File: config.mk
export PLATFORM = sky130hd
export DESIGN_NAME = btb_update_scheduler
export DESIGN_NICKNAME = d
export VERILOG_FILES = /design/src/rtl/btb_pkg.sv /design/src/rtl/btb_update_fifo.sv /design/src/rtl/btb_update_scheduler.sv
export SDC_FILE = /design/constraint.sdc
export NUM_CORES = 1
export LEC_CHECK = 0
export BUFFER_PORTS_ARGS = -buffer_cell sky130_fd_sc_hd__buf_2
export CAP_MARGIN = 20
export CORE_ASPECT_RATIO = 0.75
export CORE_UTILIZATION = 60
export CTS_CLUSTER_DIAMETER = 120
export CTS_CLUSTER_SIZE = 16
export DETAILED_ROUTE_END_ITERATION = 7
export GPL_TIMING_DRIVEN = 0
export PLACE_DENSITY = 0.87
export SYNTH_ARGS = -nofsm -noshare
export SYNTH_HDL_FRONTEND = slang
export SYNTH_SLANG_ARGS = --single-unit
File: constraint.sdc
create_clock -name clk -period 12.76 [get_ports clk]
set_clock_uncertainty 0.15 [all_clocks]
set_input_delay 1.276 -clock clk [delete_from_list [all_inputs] [get_ports clk]]
set_output_delay 1.276 -clock clk [all_outputs]
set_load 0.01 [all_outputs]
File: src/rtl/btb_pkg.sv
// Shared types for the BTB update scheduler: update record, scheduler states, default widths.
// Optional in-place coalescing of buffered updates is enabled with BTB_COALESCE_EN.
package btb_pkg;

  localparam int BTB_ADDR_W   = 32;
  localparam int BTB_UPDATE_W = 2 * BTB_ADDR_W + 1;

  typedef struct packed {
    logic [BTB_ADDR_W-1:0] pc;
    logic [BTB_ADDR_W-1:0] target;
    logic                  outcome;
  } btb_update_t;

  typedef enum logic [1:0] {
    RUN   = 2'd0,
    FLUSH = 2'd1,
    ACK   = 2'd2
  } sched_state_t;

endpackage

File: src/rtl/btb_update_fifo.sv
// Dual-push / single-pop FIFO of BTB updates; push0 lands in the lower slot when both push.
// With BTB_COALESCE_EN a lookup/overwrite port can rewrite any buffered non-head entry in place.
module btb_update_fifo
  import btb_pkg::*;
#(
  parameter int DEPTH = 4
) (
  input  logic                      clk,
  input  logic                      clear,
  input  logic                      flush,
  input  logic                      push0,
  input  logic [BTB_UPDATE_W-1:0]   data0,
  input  logic                      push1,
  input  logic [BTB_UPDATE_W-1:0]   data1,
  input  logic                      pop,
  output logic [BTB_UPDATE_W-1:0]   head,
  output logic [$clog2(DEPTH):0]    occupancy
`ifdef BTB_COALESCE_EN
  ,
  input  logic [BTB_ADDR_W-1:0]     lookup_pc0,
  input  logic [BTB_ADDR_W-1:0]     lookup_pc1,
  output logic                      hit0,
  output logic [$clog2(DEPTH)-1:0]  idx0,
  output logic                      hit1,
  output logic [$clog2(DEPTH)-1:0]  idx1,
  input  logic                      ovr0,
  input  logic [$clog2(DEPTH)-1:0]  ovr0_idx,
  input  logic [BTB_ADDR_W-1:0]     ovr0_target,
  input  logic                      ovr0_outcome,
  input  logic                      ovr1,
  input  logic [$clog2(DEPTH)-1:0]  ovr1_idx,
  input  logic [BTB_ADDR_W-1:0]     ovr1_target,
  input  logic                      ovr1_outcome
`endif
);

  localparam int PW = $clog2(DEPTH);
  localparam int CW = PW + 1;

  btb_update_t   mem [DEPTH];
  logic [PW-1:0] rd_ptr;
  logic [PW-1:0] wr_ptr;
  logic [PW-1:0] wr_ptr1;
  logic [CW-1:0] count;

  assign wr_ptr1   = push0 ? wr_ptr + PW'(1) : wr_ptr;
  assign head      = mem[rd_ptr];
  assign occupancy = count;

  always_ff @(posedge clk or posedge clear) begin
    if (clear) begin
      rd_ptr <= '0;
      wr_ptr <= '0;
      count  <= '0;
    end else if (flush) begin
      rd_ptr <= '0;
      wr_ptr <= '0;
      count  <= '0;
    end else begin
      wr_ptr <= wr_ptr1 + PW'(push1);
      if (pop) rd_ptr <= rd_ptr + PW'(1);
      count <= count + CW'(push0) + CW'(push1) - CW'(pop);
    end
  end

  // Storage needs no reset: the pointers and count define which slots are live.
  always_ff @(posedge clk) begin
    if (push0) mem[wr_ptr] <= data0;
    if (push1) mem[wr_ptr1] <= data1;
`ifdef BTB_COALESCE_EN
    if (ovr0) begin
      mem[ovr0_idx].target  <= ovr0_target;
      mem[ovr0_idx].outcome <= ovr0_outcome;
    end
    if (ovr1) begin
      mem[ovr1_idx].target  <= ovr1_target;
      mem[ovr1_idx].outcome <= ovr1_outcome;
    end
`endif
  end

`ifdef BTB_COALESCE_EN
  // Offset 0 is the head, which may already be on the BTB port, so the search starts at 1.
  always_comb begin
    hit0 = 1'b0;
    idx0 = '0;
    hit1 = 1'b0;
    idx1 = '0;
    for (int i = 1; i < DEPTH; i++) begin
      if (CW'(i) < count) begin
        if (!hit0 && mem[rd_ptr + PW'(i)].pc == lookup_pc0) begin
          hit0 = 1'b1;
          idx0 = rd_ptr + PW'(i);
        end
        if (!hit1 && mem[rd_ptr + PW'(i)].pc == lookup_pc1) begin
          hit1 = 1'b1;
          idx1 = rd_ptr + PW'(i);
        end
      end
    end
  end
`endif

endmodule

File: src/rtl/btb_update_scheduler.sv
// Buffers resolved-branch updates from two requesters and drives the BTB's single update port.
// Owns the RUN/FLUSH/ACK clear sequence. BTB_COALESCE_EN merges same-PC updates in place.
module btb_update_scheduler
  import btb_pkg::*;
#(
  parameter int DEPTH  = 4,
  parameter int ADDR_W = BTB_ADDR_W
) (
  input  logic                     clk,
  input  logic                     clear,
  input  logic                     req0_valid,
  input  logic [ADDR_W-1:0]        req0_pc,
  input  logic [ADDR_W-1:0]        req0_target,
  input  logic                     req0_outcome,
  output logic                     req0_ready,
  input  logic                     req1_valid,
  input  logic [ADDR_W-1:0]        req1_pc,
  input  logic [ADDR_W-1:0]        req1_target,
  input  logic                     req1_outcome,
  output logic                     req1_ready,
  input  logic                     flush_req,
  output logic                     flush_done,
  output logic                     btb_update_en,
  output logic [ADDR_W-1:0]        btb_update_pc,
  output logic [ADDR_W-1:0]        btb_update_target,
  output logic                     btb_update_outcome,
  output logic                     btb_clear,
  output logic [$clog2(DEPTH):0]   occupancy,
  output logic [1:0]               fsm_state
);

  localparam int CW = $clog2(DEPTH) + 1;

  // Handshake: an update transfers on a rising edge where reqN_valid && reqN_ready;
  // ready may depend on valid in the same cycle and never on a pop in that cycle.
  sched_state_t            state;
  sched_state_t            state_next;
  logic                    run;
  logic                    rr;
  logic                    issue;
  logic                    sv0, sv1;
  logic                    slot_r0, slot_r1;
  logic                    push0, push1;
  logic                    ovr0, ovr1;
  logic                    contend;
  logic [CW-1:0]           occ;
  logic [CW-1:0]           free;
  logic [BTB_UPDATE_W-1:0] head_w;
  btb_update_t             head;
  btb_update_t             last;
`ifdef BTB_COALESCE_EN
  logic                    same;
  logic                    hit0, hit1;
  logic [$clog2(DEPTH)-1:0] idx0, idx1;
`endif

  always_ff @(posedge clk or posedge clear) begin
    if (clear) state <= RUN;
    else       state <= state_next;
  end

  always_comb begin
    state_next = state;
    case (state)
      RUN:     if (flush_req) state_next = FLUSH;
      FLUSH:   state_next = ACK;
      ACK:     state_next = RUN;
      default: state_next = RUN;
    endcase
  end

  always_comb begin
    run        = (state == RUN) && !clear;
    btb_clear  = (state == FLUSH);
    flush_done = (state == ACK);
    fsm_state  = state;
  end

  assign free = CW'(DEPTH) - occ;

  // sv0/sv1 mark requesters that need a fresh slot; coalescing requesters do not.
  always_comb begin
    sv0  = req0_valid;
    sv1  = req1_valid;
    ovr0 = 1'b0;
    ovr1 = 1'b0;
`ifdef BTB_COALESCE_EN
    same = req0_valid && req1_valid && (req0_pc == req1_pc);
    ovr1 = req1_valid && hit1;
    ovr0 = req0_valid && hit0 && !same;
    sv0  = req0_valid && !hit0 && !same;
    sv1  = req1_valid && !hit1;
`endif
    slot_r0 = 1'b0;
    slot_r1 = 1'b0;
    if (free >= CW'(2)) begin
      slot_r0 = 1'b1;
      slot_r1 = 1'b1;
    end else if (free == CW'(1)) begin
      slot_r0 = sv0 ? (!sv1 || !rr) : (!sv1 && !rr);
      slot_r1 = sv1 ? (!sv0 || rr)  : (!sv0 && rr);
    end
    push0      = run && sv0 && slot_r0;
    push1      = run && sv1 && slot_r1;
    contend    = run && sv0 && sv1 && (free == CW'(1));
    req0_ready = run && (slot_r0 || ovr0);
    req1_ready = run && (slot_r1 || ovr1);
`ifdef BTB_COALESCE_EN
    if (same) req0_ready = req1_ready;
`endif
  end

  always_ff @(posedge clk or posedge clear) begin
    if (clear)        rr <= 1'b0;
    else if (contend) rr <= ~rr;
  end

  btb_update_fifo #(.DEPTH(DEPTH)) u_fifo (
    .clk          (clk),
    .clear        (clear),
    .flush        (state == FLUSH),
    .push0        (push0),
    .data0        ({req0_pc, req0_target, req0_outcome}),
    .push1        (push1),
    .data1        ({req1_pc, req1_target, req1_outcome}),
    .pop          (issue),
    .head         (head_w),
    .occupancy    (occ)
`ifdef BTB_COALESCE_EN
    ,
    .lookup_pc0   (req0_pc),
    .lookup_pc1   (req1_pc),
    .hit0         (hit0),
    .idx0         (idx0),
    .hit1         (hit1),
    .idx1         (idx1),
    .ovr0         (run && ovr0),
    .ovr0_idx     (idx0),
    .ovr0_target  (req0_target),
    .ovr0_outcome (req0_outcome),
    .ovr1         (run && ovr1),
    .ovr1_idx     (idx1),
    .ovr1_target  (req1_target),
    .ovr1_outcome (req1_outcome)
`endif
  );

  assign head  = head_w;
  assign issue = run && (occ != '0);

  // The head is presented while it is being popped; `last` keeps the fields stable otherwise.
  always_ff @(posedge clk or posedge clear) begin
    if (clear)      last <= '0;
    else if (issue) last <= head;
  end

  assign btb_update_en      = issue;
  assign btb_update_pc      = issue ? head.pc      : last.pc;
  assign btb_update_target  = issue ? head.target  : last.target;
  assign btb_update_outcome = issue ? head.outcome : last.outcome;
  assign occupancy          = occ;

endmodule
==> results_dict.tcl <==
set metrics [dict create \
    status "completed" \
    cts-root-buf "clkbuf_16" \
    cts.clk_slew.worst_paths_ns 0.07 \
    placedInstanceArea_sq_mm 0.01761 \
    grt.overflow.total 0 \
    leakagePower_nw 6.885 \
    cts.repair.resized 0 \
    die_h_um 143.0 \
    dp_hpwl_um 22740 \
    max_slew_margin 0.3606 \
    drv_cap 0 \
    slew_viol_final 0 \
    hp-class "reg -> reg" \
    postCtsSetupBuffers 0 \
    synth_common_cells "edfxtp_1 (260), mux2_2 (227), dfrtp_1 (75), mux4_2 (65), mux2_4 (50)" \
    grt_pass1_vias 8991 \
    cts_tree "built" \
    r2r_slack_ns 8.67 \
    grt_max_degree 43 \
    firstDrtPassIters 5 \
    dieArea_sq_mm 0.02716 \
    synth_cells 856 \
    tns_ns 0 \
    ios 210 \
    h-tree-depth 1 \
    ant_nets 0 \
    reg2reg_depth 11 \
    start_util 0.6121 \
    antenna_found_initial 5 \
    design_area_sq_mm 0.01832 \
    synth_warnings 0 \
    netlist_area_sq_mm 0.01590 \
    clk_latency_ns 0.53 \
    hold_start "last[44]" \
    wl_per_cell_um 23.44 \
    crit_path_end_kind "output port" \
    tightest_slew_ns 0.9591 \
    hold_violations 0 \
    synthTopCellsByArea "edfxtp_1 (49%), mux2_2 (16%), dfrtp_1 (12%), mux4_2 (9.2%), mux2_4 (4.7%)" \
    fillers 1679 \
    hold_end "last[44]" \
    drive_above_1_share 0.5640 \
    required_ns 11.33 \
    synth_nets 1003 \
    arrival_ns 3.64 \
    cts_made_buffers 24 \
    cts_hold_buf 0 \
    power.total_mw 3.453 \
    nNetsFinal 1247 \
    remaining_drc_errors 0 \
    finalCriticalPeriod_ns 5.069 \
    r2r_end "u_fifo.mem[2][52]" \
    async_reset_ff_frac 0.2239 \
    drtIter0Drc 454 \
    vias 8654 \
    yosysTopAreaCellShare 0.4911 \
    worstSetupPathType "in -> out" \
    num_rows 51 \
    yosysMostFrequentCell "edfxtp_1" \
    r2r_start "u_fifo.occupancy[1]" \
    fp.dieW_um 190.0 \
    clockBufferDepth 3 \
    rsz0062_at_grt "no" \
    yosys.area.top_type "edfxtp_1" \
    viasPerCell 5.899 \
    drt_wl_total_um 34390 \
    ys_ff_latch 335 \
    synth_edf_count 260 \
    hold_path_depth 1 \
    synth_cell_types 36 \
    syn_to_final_growth_pct 15.25 \
    numPortBuffers 209 \
    grt_util_all_layers 0.2567 \
    finalSetupViolCount 0 \
    synth_area_per_cell_sq_um 18.57 \
    startpoint_type "primary input" \
    finalCritPeriodShare 0.3973 \
    clock.fmax_ghz 0.1973 \
    peakVddDrop_uv 131.8 \
    place_congestion 0.7723 \
    clock_sinks 335 \
    p_per_area_mw_per_mm2 188.4 \
    coreArea_sq_mm 0.02597 \
    ys_seq_area_frac 0.6092 \
    cp_max_fo 11 \
    grt_pass1_wl_um 51840 \
    yosys_most_used_dff "edfxtp_1" \
]
## how the worst max path moves through the flow
stage | startpoint | endpoint | slack, ns | cells after the start
global placement | clear | u_fifo.mem[0][52] | 1.09 | 6
finish | clear | btb_update_pc[2] | 7.69 | 7
global route | clear | btb_update_target[30] | 7.61 | 7
CTS | clear | btb_update_pc[2] | 7.67 | 7
detailed placement | clear | btb_update_pc[2] | 7.64 | 7
floorplan | clear | u_fifo.mem[0][0] | 5.45 | 5
## final cells by class
type | count | area, sq um | area share
Sequential cell | 335 | 9684 | 0.5285
Multi-Input combinational cell | 461 | 5908 | 0.3225
Timing Repair Buffer | 218 | 1241 | 0.06774
Clock buffer | 43 | 693.2 | 0.03783
Tap cell | 344 | 430.4 | 0.02349
Buffer | 52 | 317.8 | 0.01734
Inverter | 8 | 32.53 | 0.001775
Antenna cell | 6 | 15.01 | 0.0008194
## cells by family (layout without fill, tap and decap cells)
group | after synthesis | count (layout) | share of synthesized area
multiplexers | 393 | 393 | 0.3361
AND/OR/NAND/NOR | 39 | 39 | 0.01409
AO/OA/AOI/OAI | 11 | 11 | 0.005116
adder cells (fa/ha/maj) | 12 | 12 | 0.01039
flip-flops | 335 | 335 | 0.6092
other | 0 | 6 | 0
buffers and inverters | 60 | 321 | 0.02188
XOR/XNOR | 6 | 6 | 0.003305
## through the flow
| step | setup WS (ns) | hold WS [ns] | instances | utilization |
|---|---|---|---|---|
| final | 7.691 | 0.3467 | 1467 | 0.7055 |
| after global routing | 7.611 | 0.3565 | 1462 | 0.7050 |
| after CTS | 7.668 | 0.3497 | 1461 | 0.7049 |
| after detailed placement | 7.640 | 0.3325 | 1418 | 0.6782 |
| after global placement | 1.087 | 0.3288 | 1409 | 0.6690 |
| after floorplan | 5.449 | 0.3293 | 856 | - |
## placed cells by master (no fill, tap or decap), drive strengths merged, types with 6 or more instances in the layout
cell type	count
clkbuf	59
nor4	6
nor2	14
diode	6
mux2	326
ha	10
edfxtp	260
dfrtp	75
mux4	65
inv	8
buf	254
## sequential cells by signal (all words and copies together), names as in the netlist
register and flops:
fsm_state 2, last 65, rr 1, u_fifo.mem 260
u_fifo.occupancy 3, u_fifo.rd_ptr 2, u_fifo.wr_ptr 2
## critical path, stage by stage
cell    delay (ns)
buf_2         0.14
or3_1         0.40
nor2_1        0.54
buf_2         0.37
buf_2         0.36
mux2_2        0.41
buf_2         0.14
## per-layer routing
| metal | wire [um] | share of wire | vias up | GRT usage |
|---|---|---|---|---|
| li1 | - | - | 3890 | - |
| met1 | 14840 | 0.43 | 4458 | 0.3568 |
| met2 | 16690 | 0.49 | 258 | 0.4228 |
| met3 | 2292 | 0.067 | 44 | 0.05210 |
| met4 | 535 | 0.016 | 4 | 0.05348 |
| met5 | 27 | 0.00079 | - | 0 |
## power by group
| part | internal, mW | total, mW | switching, mW |
|---|---|---|---|
| registers | 1.44 | 1.50 | 0.0663 |
| clock network | 0.367 | 0.729 | 0.362 |
| logic | 0.600 | 1.22 | 0.622 |
| total | 2.40 | 3.45 | 1.05 |
(Power assumes the default switching activity.)
